--- src/rtl/reaction_timer.sv ---
// Reaction-time measurement stage: random delay, lamp on, then count whole
// milliseconds until react; publishes a binary score plus three BCD digits.
module reaction_timer #(
    parameter int TICK_DIV       = 50000,
    parameter int WAIT_MIN_MS    = 1000,
    parameter int WAIT_RAND_BITS = 11,
    parameter int MAX_MS         = 999
) (
    input  logic        clk,
    input  logic        resetn,
    input  logic        start,
    input  logic        react,
    output logic        led,
    output logic        busy,
    output logic        done,
    output logic        false_start,
    output logic        timeout,
    output logic [11:0] score,
    output logic [3:0]  dig0,
    output logic [3:0]  dig1,
    output logic [3:0]  dig2
);

    localparam int PRE_W  = (TICK_DIV > 1) ? $clog2(TICK_DIV) : 1;
    localparam int WAIT_W = $clog2(WAIT_MIN_MS + (1 << WAIT_RAND_BITS) + 1);

    typedef enum logic [1:0] {
        S_IDLE  = 2'd0,
        S_WAIT  = 2'd1,
        S_ARMED = 2'd2
    } state_t;

    state_t state_reg, state_next;

    logic [1:0]        btn_meta_reg, btn_sync_reg, btn_prev_reg, btn_edge_reg;
    logic              start_edge, react_edge;
    logic [15:0]       lfsr_reg;
    logic [PRE_W-1:0]  pre_reg;
    logic              tick;
    logic [WAIT_W-1:0] wait_reg;
    logic [9:0]        ms_reg;
    logic [3:0]        bcd0_reg, bcd1_reg, bcd2_reg;
    logic              done_reg, false_start_reg, timeout_reg;
    logic [11:0]       score_reg;
    logic [3:0]        dig0_reg, dig1_reg, dig2_reg;
    logic              load_wait, arm_entry, pub_false, pub_valid, pub_timeout;

    // Bit 0 is start, bit 1 is react; the edge pulse is registered so it lands
    // on the third clock edge after the button rises.
    always_ff @(posedge clk or negedge resetn) begin
        if (!resetn) begin
            btn_meta_reg <= 2'b00;
            btn_sync_reg <= 2'b00;
            btn_prev_reg <= 2'b00;
            btn_edge_reg <= 2'b00;
        end else begin
            btn_meta_reg <= {react, start};
            btn_sync_reg <= btn_meta_reg;
            btn_prev_reg <= btn_sync_reg;
            btn_edge_reg <= btn_sync_reg & ~btn_prev_reg;
        end
    end

    assign start_edge = btn_edge_reg[0];
    assign react_edge = btn_edge_reg[1];

    always_ff @(posedge clk or negedge resetn) begin
        if (!resetn) begin
            lfsr_reg <= 16'hACE1;
        end else begin
            lfsr_reg <= {lfsr_reg[0] ^ lfsr_reg[2] ^ lfsr_reg[3] ^ lfsr_reg[5], lfsr_reg[15:1]};
        end
    end

    assign tick = (pre_reg == PRE_W'(TICK_DIV - 1));

    // Restarting the prescaler on phase entry makes the first tick land exactly
    // one full millisecond after the phase begins.
    always_ff @(posedge clk or negedge resetn) begin
        if (!resetn) begin
            pre_reg <= '0;
        end else if (load_wait || arm_entry || tick) begin
            pre_reg <= '0;
        end else begin
            pre_reg <= pre_reg + PRE_W'(1);
        end
    end

    always_ff @(posedge clk or negedge resetn) begin
        if (!resetn) begin
            state_reg <= S_IDLE;
        end else begin
            state_reg <= state_next;
        end
    end

    always_comb begin
        state_next = state_reg;
        case (state_reg)
            S_IDLE: begin
                if (start_edge) state_next = S_WAIT;
            end
            S_WAIT: begin
                if (react_edge)                                state_next = S_IDLE;
                else if (tick && (wait_reg <= WAIT_W'(1)))     state_next = S_ARMED;
            end
            S_ARMED: begin
                if (react_edge)                                state_next = S_IDLE;
                else if (tick && (ms_reg == 10'(MAX_MS)))      state_next = S_IDLE;
            end
            default: state_next = S_IDLE;
        endcase
    end

    // React is checked first in both busy states so it wins against a
    // coincident final-wait tick or timeout tick.
    always_comb begin
        led         = 1'b0;
        busy        = 1'b0;
        load_wait   = 1'b0;
        arm_entry   = 1'b0;
        pub_false   = 1'b0;
        pub_valid   = 1'b0;
        pub_timeout = 1'b0;
        case (state_reg)
            S_IDLE: begin
                load_wait = start_edge;
            end
            S_WAIT: begin
                busy = 1'b1;
                if (react_edge)                                pub_false = 1'b1;
                else if (tick && (wait_reg <= WAIT_W'(1)))     arm_entry = 1'b1;
            end
            S_ARMED: begin
                led  = 1'b1;
                busy = 1'b1;
                if (react_edge)                                pub_valid   = 1'b1;
                else if (tick && (ms_reg == 10'(MAX_MS)))      pub_timeout = 1'b1;
            end
            default: ;
        endcase
    end

    always_ff @(posedge clk or negedge resetn) begin
        if (!resetn) begin
            wait_reg <= '0;
        end else if (load_wait) begin
            wait_reg <= WAIT_W'(WAIT_MIN_MS) + WAIT_W'(lfsr_reg[WAIT_RAND_BITS-1:0]);
        end else if ((state_reg == S_WAIT) && tick && (wait_reg != '0)) begin
            wait_reg <= wait_reg - WAIT_W'(1);
        end
    end

    // Binary and BCD counts advance together so publishing needs no conversion.
    always_ff @(posedge clk or negedge resetn) begin
        if (!resetn) begin
            ms_reg   <= '0;
            bcd0_reg <= '0;
            bcd1_reg <= '0;
            bcd2_reg <= '0;
        end else if (arm_entry) begin
            ms_reg   <= '0;
            bcd0_reg <= '0;
            bcd1_reg <= '0;
            bcd2_reg <= '0;
        end else if ((state_reg == S_ARMED) && tick) begin
            ms_reg <= ms_reg + 10'd1;
            if (bcd0_reg == 4'd9) begin
                bcd0_reg <= 4'd0;
                if (bcd1_reg == 4'd9) begin
                    bcd1_reg <= 4'd0;
                    bcd2_reg <= (bcd2_reg == 4'd9) ? 4'd0 : bcd2_reg + 4'd1;
                end else begin
                    bcd1_reg <= bcd1_reg + 4'd1;
                end
            end else begin
                bcd0_reg <= bcd0_reg + 4'd1;
            end
        end
    end

    always_ff @(posedge clk or negedge resetn) begin
        if (!resetn) begin
            done_reg        <= 1'b0;
            false_start_reg <= 1'b0;
            timeout_reg     <= 1'b0;
            score_reg       <= 12'hFFF;
            dig0_reg        <= 4'd0;
            dig1_reg        <= 4'd0;
            dig2_reg        <= 4'd0;
        end else begin
            done_reg <= pub_false | pub_valid | pub_timeout;
            if (load_wait) begin
                false_start_reg <= 1'b0;
                timeout_reg     <= 1'b0;
            end else if (pub_false) begin
                false_start_reg <= 1'b1;
                score_reg       <= 12'hFFF;
                dig0_reg        <= 4'hF;
                dig1_reg        <= 4'hF;
                dig2_reg        <= 4'hF;
            end else if (pub_valid) begin
                score_reg <= {2'b00, ms_reg};
                dig0_reg  <= bcd0_reg;
                dig1_reg  <= bcd1_reg;
                dig2_reg  <= bcd2_reg;
            end else if (pub_timeout) begin
                timeout_reg <= 1'b1;
                score_reg   <= 12'hFFF;
                dig0_reg    <= 4'd9;
                dig1_reg    <= 4'd9;
                dig2_reg    <= 4'd9;
            end
        end
    end

    assign done        = done_reg;
    assign false_start = false_start_reg;
    assign timeout     = timeout_reg;
    assign score       = score_reg;
    assign dig0        = dig0_reg;
    assign dig1        = dig1_reg;
    assign dig2        = dig2_reg;

endmodule

--- config.mk ---
export PLATFORM = sky130hd
export DESIGN_NAME = reaction_timer
export DESIGN_NICKNAME = d
export VERILOG_FILES = /design/src/rtl/reaction_timer.sv
export SDC_FILE = /design/constraint.sdc
export NUM_CORES = 1
export LEC_CHECK = 0
export BUFFER_PORTS_ARGS = -buffer_cell sky130_fd_sc_hd__buf_2
export CAP_MARGIN = 20
export CELL_PAD_IN_SITES_DETAIL_PLACEMENT = 1
export CELL_PAD_IN_SITES_GLOBAL_PLACEMENT = 1
export CORE_ASPECT_RATIO = 2
export CORE_MARGIN = 2
export CORE_UTILIZATION = 27
export DETAILED_ROUTE_END_ITERATION = 6
export PLACE_DENSITY = 0.6
export SLEW_MARGIN = 20
export SYNTH_ARGS = -nofsm -noshare
export SYNTH_HDL_FRONTEND = slang
export SYNTH_SLANG_ARGS = --single-unit
export TNS_END_PERCENT = 1
--- constraint.sdc ---
create_clock -name clk -period 6.5 [get_ports clk]
set_input_delay 1.3 -clock clk [delete_from_list [all_inputs] [get_ports clk]]
set_output_delay 1.3 -clock clk [all_outputs]
set_load 0.02 [all_outputs]
# Yosys cells after proc, flatten, opt, wreduce, memory -nomap -nowiden
# Cells that the tools add are included.
[totals]
ff_bits = 103
out_inout_bits = 29
wordCells = 120
[classes]
n_mux = 51
reduce_logical = 22
order_cmp = 1
eq_ne = 12
add_sub_neg = 7
bitwise = 8
[ops]
columns = ["operator", "count"]
rows = [
  ["two-way mux 4 bit", 19],
  ["two-way mux 12 bit", 5],
  ["two-way mux 10 bit", 2],
  ["two-way mux 1 bit", 18],
  ["adder 16 x 1 -> 16 bit (second input constant)", 1],
  ["equality test 16 bit (second input constant)", 1],
  ["two-way mux 16 bit", 1],
  ["adder 10 x 11 -> 12 bit (first input constant)", 1],
  ["adder 4 x 1 -> 4 bit (second input constant)", 3],
  ["equality test 4 bit (second input constant)", 3],
  ["<= comparator 12 x 1 -> 1 bit (second input constant)", 1],
  ["nonzero test 12 bit", 1],
  ["nonzero test 2 bit", 6],
  ["subtractor 12 x 1 -> 12 bit (second input constant)", 1],
  ["adder 10 x 1 -> 10 bit (second input constant)", 1],
  ["equality test 10 bit (second input constant)", 1],
  ["two-way mux 2 bit", 5],
  ["AND reduction 3 bit", 3],
  ["inequality test 2 bit (second input constant)", 3],
  ["inequality test 3 bit (second input constant)", 2],
  ["case mux 2 bit (3 select lines)", 1],
  ["logical AND 1 bit", 5],
  ["AND reduction 2 bit", 2],
  ["nonzero test 3 bit", 1],
  ["10 further kinds", 14],
]

# Longest topological paths before layout
# Gate-level depths: netlist of run 1.
[logic_depth]
depth_word = 9
ltp_mapped = 8
ltp_nobuf = 7

# Worst setup path after synthesis of run 1
# Ideal clock, no wire load.
[synth_timing]
path_kind = "register to register"
from = "register state_reg[1]"
to = "register bcd2_reg[0]"
period_less_slack_ns = 2.400
slack_ns = 4.100
path_stages_with_launch = 8
t_arrival_ns = 2.305
cell_sequence = "dfrtp_1 -> inv_1 -> ha_1 -> or4b_2 -> nor4_4 -> o211ai_2 -> or2_1 -> o31ai_1"
[synth_via]
elab_chain_cells = 4
word_cells_on_any_way = 9
cone_classes = "eq/ne (2); mux (2); reduce/logical (5)"
[synth_rtl]
columns = ["element", "line", "rtl"]
rows = [
  ["start, declared", "33", "state_t state_reg, state_next;"],
  ["start signal, assigned", "93", "state_reg <= state_next;"],
  ["equality test 2 x 1 -> 1 bit / equality test 2 bit (equally long branches)", "125, 166", ""],
  ["two-way mux 1 bit / logical AND 1 bit (equally long branches)", "125, 166", ""],
  ["nonzero test 2 bit (no line)", "--", ""],
  ["AND reduction 3 bit (no line)", "--", ""],
  ["end signal, assigned", "172", "bcd2_reg <= (bcd2_reg == 4'd9) ? 4'd0 : bcd2_reg + 4'd1;"],
  ["end, declared", "42", "logic [3:0] bcd0_reg, bcd1_reg, bcd2_reg;"],
]
# Parallel ways exist; a longest one is shown, timed or not.
# A chain may end at the register's enable or synchronous reset.

# Worst setup path after layout of run 1
[layout_timing]
from = "register pre_reg[10]"
to = "register score_reg[9] (netlist: score[9])"
[layout_via]
elab_chain_cells = 7
[layout_rtl]
columns = ["element", "line", "rtl"]
rows = [
  ["start, declared", "38", "logic [PRE_W-1:0] pre_reg;"],
  ["start signal, assigned", "85", "pre_reg <= pre_reg + PRE_W'(1);"],
  ["equality test 16 bit", "75", "assign tick = (pre_reg == PRE_W'(TICK_DIV - 1));"],
  ["logical AND 1 bit", "138", "else if (tick && (ms_reg == 10'(MAX_MS))) pub_timeout = 1'b1;"],
  ["two-way mux 1 bit", "138", ""],
  ["two-way mux 1 bit", "137", "if (react_edge) pub_valid = 1'b1;"],
  ["two-way mux 1 bit", "125", "case (state_reg)"],
  ["nonzero test 3 bit (no line)", "--", ""],
  ["AND reduction 2 bit (no line)", "--", ""],
  ["end signal, assigned", "203", "score_reg <= {2'b00, ms_reg};"],
  ["end, declared", "44", "logic [11:0] score_reg;"],
]
# No other way between the ends.

==> flow_summary.json, run 1 <==
{
  "grt_remaining_overflow": 0,
  "antenna_found_initial": 0,
  "rows": 69,
  "cts_buffers": 9,
  "critPathLaunch": "pre_reg[10]",
  "antenna_left": 0,
  "fmax_mhz": 321.6,
  "setup_tns_ps": 0,
  "crit_fanout": 23,
  "post-route-min-period_ps": 3109,
  "worstSetupPathType": "reg2reg",
  "cp-end-kind": "register",
  "rsz0062_at_grt": "false",
  "syn_inst": 459,
  "mostFrequentLayoutCell": "dfrtp_1",
  "vias": 3622,
  "power.total_mw": 1.469,
  "viasPerCell": 5.130,
  "critPathRequiredTime_ps": 6790,
  "drive_gt1_frac": 0.1704,
  "hp-start": "lfsr_reg[12]",
  "clockBufferDepth": 2,
  "worstPathArrival_ps": 3400,
  "drt_iter0_markers": 126,
  "clk_pin_slew_ps": 70,
  "critPathBufInv": 0,
  "start_util": 0.2748,
  "finalHoldViolCount": 0,
  "htreeDepth": 3,
  "worstMarginPinSlew_ps": 1054,
  "crit_family": "simple AND/OR/NAND/NOR gates",
  "wire_per_inst_um": 16.98,
  "synth_area_leader_cell": "dfrtp_1",
  "cts_resized": 0,
  "ys_ff_latch": 102,
  "slew_violations": 0,
  "powerDensity_nw_per_um2": 265.6,
  "grt_util_all_layers": 0.1311,
  "async_reset_ff_frac": 1.000,
  "avgSynthCellArea_sq_um": 10.65,
  "reg2reg_depth": 5,
  "cts_setup_buffers": 0,
  "synth_edf_count": 0,
  "diodes": 0,
  "period_share": 0.4783,
  "grt_pass1_wl_um": 20090,
  "first_pass_iters": 4,
  "cts.sinks": 102,
  "critPathMaxStageDelay_ps": 880,
  "core_sq_um": 17780,
  "max_slew_margin": 0.2975,
  "synth_top_area_frac": 0.4250,
  "cts-root-buf": "clkbuf_16",
  "io_pins": 33,
  "fin_nets": 508,
  "final_cell_mix": "dfrtp_1 (83), nor2_1 (49), nand2_1 (37)",
  "path_cells": "or4b_4 -> nor4_4 -> nand3_1 -> a21oi_2 -> o22a_1",
  "hp-class": "reg2reg",
  "chipHeight_um": 194.3,
  "critPathLaunchType": "register",
  "cts_tree": "done",
  "drc": 0,
  "drt_wl_total_um": 11990,
  "dpl.hpwl_um": 8893,
  "ys_warn_count": 0,
  "grt_pass1_vias": 3869,
  "grt_max_degree": 63,
  "skew_ps": 10.29,
  "slowest_stage": "a21oi_2",
  "worst_r2r_endpoint": "score[9]",
  "synth_area_leaders": "dfrtp_1 (42%), dfstp_2 (10%), ha_1 (4.1%), nor2_1 (3.8%), o22a_1 (2.9%)",
  "ir_worst_vdd_mv": 0.1466,
  "r2r_slack_ps": 3390,
  "r2r_start": "pre_reg[10]",
  "fillers": 2004,
  "min_to": "lfsr_reg[11]",
  "maxCapViolations": 0,
  "clk_latency_ps": 350,
  "synth_ff_type": "dfrtp_1",
  "place.port_buffers": 32,
  "synth_fp_nets": 479,
  "dieWidth_um": 99.14,
  "syn_area_sq_um": 4887,
  "gp_routability_congestion": 0.7511,
  "synth_cell_types": 60,
  "setup_viol": 0,
  "area_growth_pct": 13.18,
  "ys_seq_area_frac": 0.5271,
  "cts_hold_buf": 0,
  "leakagePower_nw": 2.241,
  "die_area_sq_um": 19260,
  "outcome": "finished clean",
  "min_path_cells": 0
}
==> power breakdown <==
part / internal (mW) / switching, mW / leakage [nW] / total (mW)
Clock: 0.263 / 0.246 / 0.129 / 0.509
Combinational: 0.0830 / 0.146 / 0.882 / 0.229
Sequential: 0.684 / 0.0463 / 1.23 / 0.731
Total: 1.03 / 0.439 / 2.24 / 1.47
==> layout make-up <==
type                       instances  area (sq um)  area share
clock inverter                     6         46.29    0.008369
clock buffer                      10         229.0     0.04139
tap                              213         266.5     0.04818
multi-input combinational        328          2183      0.3947
sequential                       102          2576      0.4657
timing repair buffer              35         185.2     0.03348
inverter                          12         45.04    0.008143
==> worst reg2reg max path, cell delays in order (launching register included) <==
cell     delay (ps)
dfrtp_1         430
or4b_4          590
nor4_4          640
nand3_1         230
a21oi_2         880
o22a_1          280
==> stage by stage <==
step,instance area [sq um],hold slack (ps),cells,util,worst slack [ps]
global placement,5256,337.7,690,0.2956,3446
global route,5532,364.7,706,0.3110,3110
floorplan,4887,331.2,459,-,4100
detailed placement,5256,338.7,690,0.2956,3340
finish,5532,354.7,706,0.3110,3391
CTS,5532,357.2,706,0.3110,3328
==> logic make-up (layout without fill, tap and decap cells) <==
| family | Yosys count | in the layout | synth area share |
|---|---|---|---|
| flip-flops | 102 | 102 | 0.5271 |
| multiplexers | 5 | 5 | 0.01101 |
| adder cells (fa/ha/maj) | 16 | 16 | 0.04096 |
| AO/OA/AOI/OAI | 88 | 88 | 0.1275 |
| AND/OR/NAND/NOR | 189 | 189 | 0.2127 |
| buffers and inverters | 29 | 63 | 0.02688 |
| XOR/XNOR | 30 | 30 | 0.05377 |
==> metal layers <==
| metal | track usage | routed length, um |
|---|---|---|
| met5 | 0 | 0 |
| met2 | 0.2492 | 6884 |
| met3 | 0.02307 | 281 |
| met4 | 0.05429 | 291 |
| met1 | 0.1377 | 4533 |
==> Yosys cell counts, types with 6 or more instances <==
master,n
ha_1,16
or3_1,7
or4_1,13
o21ai_0,13
nand3_1,18
nor2_1,49
xor2_1,15
a21oi_1,14
dfrtp_1,83
clkbuf_1,11
nand2_1,37
o31ai_1,11
inv_1,11
nand4_1,15
o22a_1,16
dfstp_2,19
a2bb2oi_1,6
a31oi_1,10
and3_1,9
xnor2_1,15
nor3_1,7
==> how the worst max path moves through the flow <==
stage | end | cells after the start | slack [ps]
global route | dig2[0] | 5 | 3110
CTS | score[9] | 5 | 3330
finish | score[9] | 5 | 3390
detailed placement | score[9] | 5 | 3340
floorplan | bcd2_reg[0] | 7 | 4100
global placement | dig2[3] | 5 | 3450
Note: power is estimated with default switching activity, not from simulation.
==> inputs of run 2 (changes only) <==
==> constraint.sdc (replaced) <==
create_clock -name clk -period 3.2 [get_ports clk]
set_input_delay 0.64 -clock clk [delete_from_list [all_inputs] [get_ports clk]]
set_output_delay 0.64 -clock clk [all_outputs]
set_load 0.02 [all_outputs]
==> run 2 against run 1 <==
  * Clock skew shrank 2.2 ps
  * Via count grew 1.7%
  * Total power grew 120%
  * Largest power group unchanged
  * Register-to-register slack lost 3000 ps
  * Critical path depth grew 2
  * Clock-buffer cell count is the same
  * Wire length shrank 2.1%
  * Maximum frequency grew 13%
==> flow_summary.json, run 2 (synthesis gave the netlist of run 1 again) <==
{
  "outcome": "finished clean",
  "cts.sinks": 102,
  "critPathRequiredTime_ps": 3450,
  "path_cells": "inv_1 -> ha_1 -> or4b_2 -> nor4_4 -> o211ai_2 -> or2_1 -> o31ai_1",
  "post-route-min-period_ps": 2760,
  "r2r_slack_ps": 440,
  "hp-start": "btn_meta_reg[1]",
  "seqCellArea_sq_um": 2576,
  "grt_max_degree": 76,
  "critPathMaxStageDelay_ps": 660,
  "dieWidth_um": 99.14,
  "grt_remaining_overflow": 0,
  "start_util": 0.2748,
  "maxCapViolations": 0,
  "antenna_left": 0,
  "fmax_mhz": 362.3,
  "cp-end-kind": "register",
  "slew_violations": 0,
  "min_to": "btn_sync_reg[1]",
  "grt_pass1_vias": 4098,
  "crit_fanout": 9,
  "grt_pass1_wl_um": 20600,
  "min_path_cells": 0,
  "hp-class": "reg2reg",
  "drive_gt1_frac": 0.1937,
  "r2r_start": "state_reg[1]",
  "drt_wl_total_um": 11740,
  "cts_hold_buf": 0,
  "viasPerCell": 5.125,
  "critPathLaunchType": "register",
  "worstMarginPinSlew_ps": 972.4,
  "place.port_buffers": 32,
  "clk_pin_slew_ps": 70,
  "utilization": 0.3206,
  "die_area_sq_um": 19260,
  "slowest_stage": "or4b_2",
  "grt_util_all_layers": 0.1334,
  "diodes": 0,
  "drc": 0,
  "finalHoldViolCount": 0,
  "clk_latency_ps": 350,
  "powerDensity_nw_per_um2": 564.3,
  "fin_nets": 521,
  "cts-root-buf": "clkbuf_16",
  "skew_ps": 8.134,
  "gp_routability_congestion": 0.7263,
  "max_slew_margin": 0.3517,
  "worstPathArrival_ps": 3010,
  "drt_iter0_markers": 89,
  "first_pass_iters": 4,
  "rsz0062_at_grt": "false",
  "vias": 3685,
  "setup_viol": 0,
  "final_cell_mix": "dfrtp_1 (83), nor2_1 (49), nand2_1 (37)",
  "rows": 69,
  "wire_per_inst_um": 16.33,
  "cts_buffers": 9,
  "cts_resized": 0,
  "dpl.hpwl_um": 8769,
  "cts_setup_buffers": 0,
  "fin_cells": 719,
  "io_pins": 33,
  "htreeDepth": 3,
  "chipHeight_um": 194.3,
  "clockBufferDepth": 2,
  "antenna_found_initial": 0,
  "worstSetupPathType": "reg2reg",
  "setup_tns_ps": 0,
  "multi_input_area_sq_um": 2183,
  "cts_tree": "done",
  "period_share": 0.8626,
  "dp_cells": 703,
  "worst_r2r_endpoint": "bcd2_reg[0]",
  "core_sq_um": 17780,
  "critPathLaunch": "state_reg[1]",
  "mostFrequentLayoutCell": "dfrtp_1",
  "leakagePower_nw": 2.350,
  "reg2reg_depth": 7,
  "area_growth_pct": 16.67,
  "ir_worst_vdd_mv": 0.2230,
  "fillers": 2005
}
-- run 2: layer usage --
metal	GRT usage	vias up	routed length, um
met1	0.1416	1875	4594
met2	0.2425	46	6385
met3	0.02451	21	266
li1	-	1743	-
met5	0	-	0
met4	0.07306	0	493
-- run 2: worst max-delay path, delay by kind of cell, from the launching register on --
kind / cells / cell delay [ps]
AOI/OAI and AO/OA: 2 / 490
and+or+nand+nor: 3 / 1330
DFF: 1 / 390
adders and majority gates: 1 / 340
buffers and inverters: 1 / 120
-- run 2: how the worst max path moves through the flow --
| stage | to | slack, ps | cells after the start |
|---|---|---|---|
| 2_1_floorplan | bcd2_reg[1] | 800 | 7 |
| 3_3_place_gp | bcd2_reg[1] | 570 | 7 |
| 3_5_place_dp | bcd2_reg[0] | 420 | 7 |
| 4_1_cts | bcd2_reg[0] | 410 | 7 |
| 5_1_grt | bcd2_reg[0] | 210 | 7 |
| 6_report | bcd2_reg[0] | 440 | 7 |
-- run 2: layout make-up --
cell class / count / area share
well taps: 213 / 0.04674
clock inverters: 6 / 0.01909
multi-input cells: 328 / 0.3829
inverters: 12 / 0.007900
flip-flops and latches: 102 / 0.4518
clock buffers: 10 / 0.04191
repair buffers: 48 / 0.04959
-- run 2: power by group --
group	internal [mW]	total (mW)	leakage, nW	switching, mW
sequential	1.39	1.49	1.23	0.0968
clock	0.784	1.27	0.172	0.481
combinational	0.178	0.465	0.948	0.288
total	2.35	3.22	2.35	0.865
-- run 2: per-stage QoR --
| stage | area [sq um] | total power [mW] | hold WS [ps] | setup slack (ps) |
|---|---|---|---|---|
| 2_1_floorplan | 4887 | 1.819 | 331.2 | 799.6 |
| 3_3_place_gp | 5354 | 1.962 | 338.6 | 567.6 |
| 3_5_place_dp | 5354 | 1.984 | 338.4 | 415.6 |
| 4_1_cts | 5702 | 3.277 | 357.7 | 407.1 |
| 5_1_grt | 5702 | 3.402 | 366.5 | 209.9 |
| 6_report | 5702 | 3.217 | 353.9 | 439.6 |
==> inputs of run 3 (changes only) <==
--- a/config.mk
+++ b/config.mk
@@ -11,9 +11,9 @@
 export CELL_PAD_IN_SITES_GLOBAL_PLACEMENT = 1
 export CORE_ASPECT_RATIO = 2
 export CORE_MARGIN = 2
-export CORE_UTILIZATION = 27
+export CORE_UTILIZATION = 48
 export DETAILED_ROUTE_END_ITERATION = 6
-export PLACE_DENSITY = 0.6
+export PLACE_DENSITY = 0.89
 export SLEW_MARGIN = 20
 export SYNTH_ARGS = -nofsm -noshare
 export SYNTH_HDL_FRONTEND = slang
==> run 3 against run 2 <==
  * Die area down 43%
  * Clock-buffer cell count up 2
  * Hold slack worse by 8.3 ps
  * Critical endpoint is now bcd1_reg[1]
  * Maximum frequency down 2.1%
  * Clock power down 17%
  * Final area down 3.3%
  * Final cell count down 12%
  * Total power down 6.4%
  * Utilization up 23 points
  * Non-clock buffer count down 6
  * Largest power group unchanged
  * Clock skew down 2.8 ps
==> flow_summary.json, run 3 (synthesis gave the netlist of run 1 again) <==
{
  "outcome": "finished clean",
  "grt_util_all_layers": 0.2413,
  "drive_gt1_frac": 0.1820,
  "cp-end-kind": "register",
  "powerDensity_nw_per_um2": 546.2,
  "setup_viol": 0,
  "cts_tree": "done",
  "htreeDepth": 3,
  "final_cell_mix": "dfrtp_1 (83), nor2_1 (49), nand2_1 (37)",
  "dpl.hpwl_um": 8452,
  "io_pins": 33,
  "chipHeight_um": 146.7,
  "critPathRequiredTime_ps": 3480,
  "antenna_left": 0,
  "antenna_found_initial": 0,
  "first_pass_iters": 4,
  "gp_routability_congestion": 0.8590,
  "cts_setup_buffers": 0,
  "slew_violations": 0,
  "clk_pin_slew_ps": 70,
  "grt_pass1_wl_um": 20510,
  "cts-root-buf": "clkbuf_16",
  "maxCapViolations": 0,
  "grt_max_degree": 59,
  "skew_ps": 5.381,
  "crit_fanout": 9,
  "drt_wl_total_um": 12150,
  "cts_hold_buf": 0,
  "cts_buffers": 9,
  "post-route-min-period_ps": 2819,
  "clk_latency_ps": 350,
  "rows": 52,
  "hp-class": "in2async",
  "grt_pass1_vias": 4118,
  "clockBufferDepth": 2,
  "drt_iter0_markers": 254,
  "max_slew_margin": 0.5078,
  "cts.sinks": 102,
  "mostFrequentLayoutCell": "dfrtp_1",
  "fmax_mhz": 354.8,
  "worstPathArrival_ps": 3100,
  "grt_remaining_overflow": 0,
  "area_growth_pct": 12.78,
  "start_util": 0.4878,
  "die_area_sq_um": 11050,
  "core_sq_um": 10020,
  "place.port_buffers": 32,
  "worstSetupPathType": "reg2reg",
  "worstMarginPinSlew_ps": 736.5,
  "leakagePower_nw": 2.284,
  "critPathLaunchType": "register",
  "dieWidth_um": 75.35,
  "rsz0062_at_grt": "false",
  "ir_worst_vdd_mv": 0.3810,
  "setup_tns_ps": 0,
  "period_share": 0.8808,
  "fin_nets": 515,
  "cts_resized": 0,
  "vias": 3727,
  "finalHoldViolCount": 0,
  "viasPerCell": 5.869,
  "wire_per_inst_um": 19.14,
  "diodes": 0,
  "dpl-instance-area_sq_um": 5224,
  "drc": 0,
  "stdcell_area_sq_um": 5512
}
==> run 3: metrics by stage <==
stage	hold WS [ps]	worst slack, ps	power [mW]	util	instances
after floorplan	331.2	799.6	1.819	-	459
after global placement	332.7	569.1	1.946	0.5214	619
after detailed placement	341.0	435.9	1.971	0.5214	619
after CTS	356.7	369.6	3.033	0.5501	635
after global routing	362.3	140.6	3.154	0.5501	635
final	345.6	381.4	3.010	0.5501	635
==> run 3: per-layer routing <==
metal,global-route usage,wire length (um)
met1,0.2760,4673
met2,0.4252,6840
met4,0.1009,374
met5,0,0
met3,0.04115,263
==> run 3: final cells by class <==
class | instances | area, sq um
Fill cell | 1134 | 4508
Sequential cell | 102 | 2576
Multi-Input combinational cell | 328 | 2183
Clock buffer | 12 | 256.5
Timing Repair Buffer | 42 | 250.2
Tap cell | 135 | 168.9
Inverter | 12 | 45.04
Clock inverter | 4 | 31.28
==> run 3: report_power, final <==
group	switching, mW	total (mW)	internal, mW
clock network	0.480	1.05	0.572
registers	0.0993	1.49	1.39
logic	0.294	0.469	0.175
total	0.873	3.01	2.14
==> run 3: path summary, 6_finish.rpt <==
check	start	end	slack (ps)	cells after the start
worst min-delay path	resetn	btn_meta_reg[1]	350	1
max in group asynchronous	resetn	pre_reg[10]	2000	3
worst max-delay path	state_reg[1]	bcd1_reg[1]	380	7
worst min register to register	btn_meta_reg[0]	btn_sync_reg[0]	350	0
worst max register to register	state_reg[1]	bcd1_reg[1]	380	7
min in group clk	btn_meta_reg[0]	btn_sync_reg[0]	350	0
==> run 3: critical path, cell delays in order, from the launching register on <==
cell      delay [ps]
dfrtp_1          390
inv_1            130
ha_1             340
or4b_2           660
nor4_4           380
o211ai_1         320
nor4b_1          390
a21o_1           160
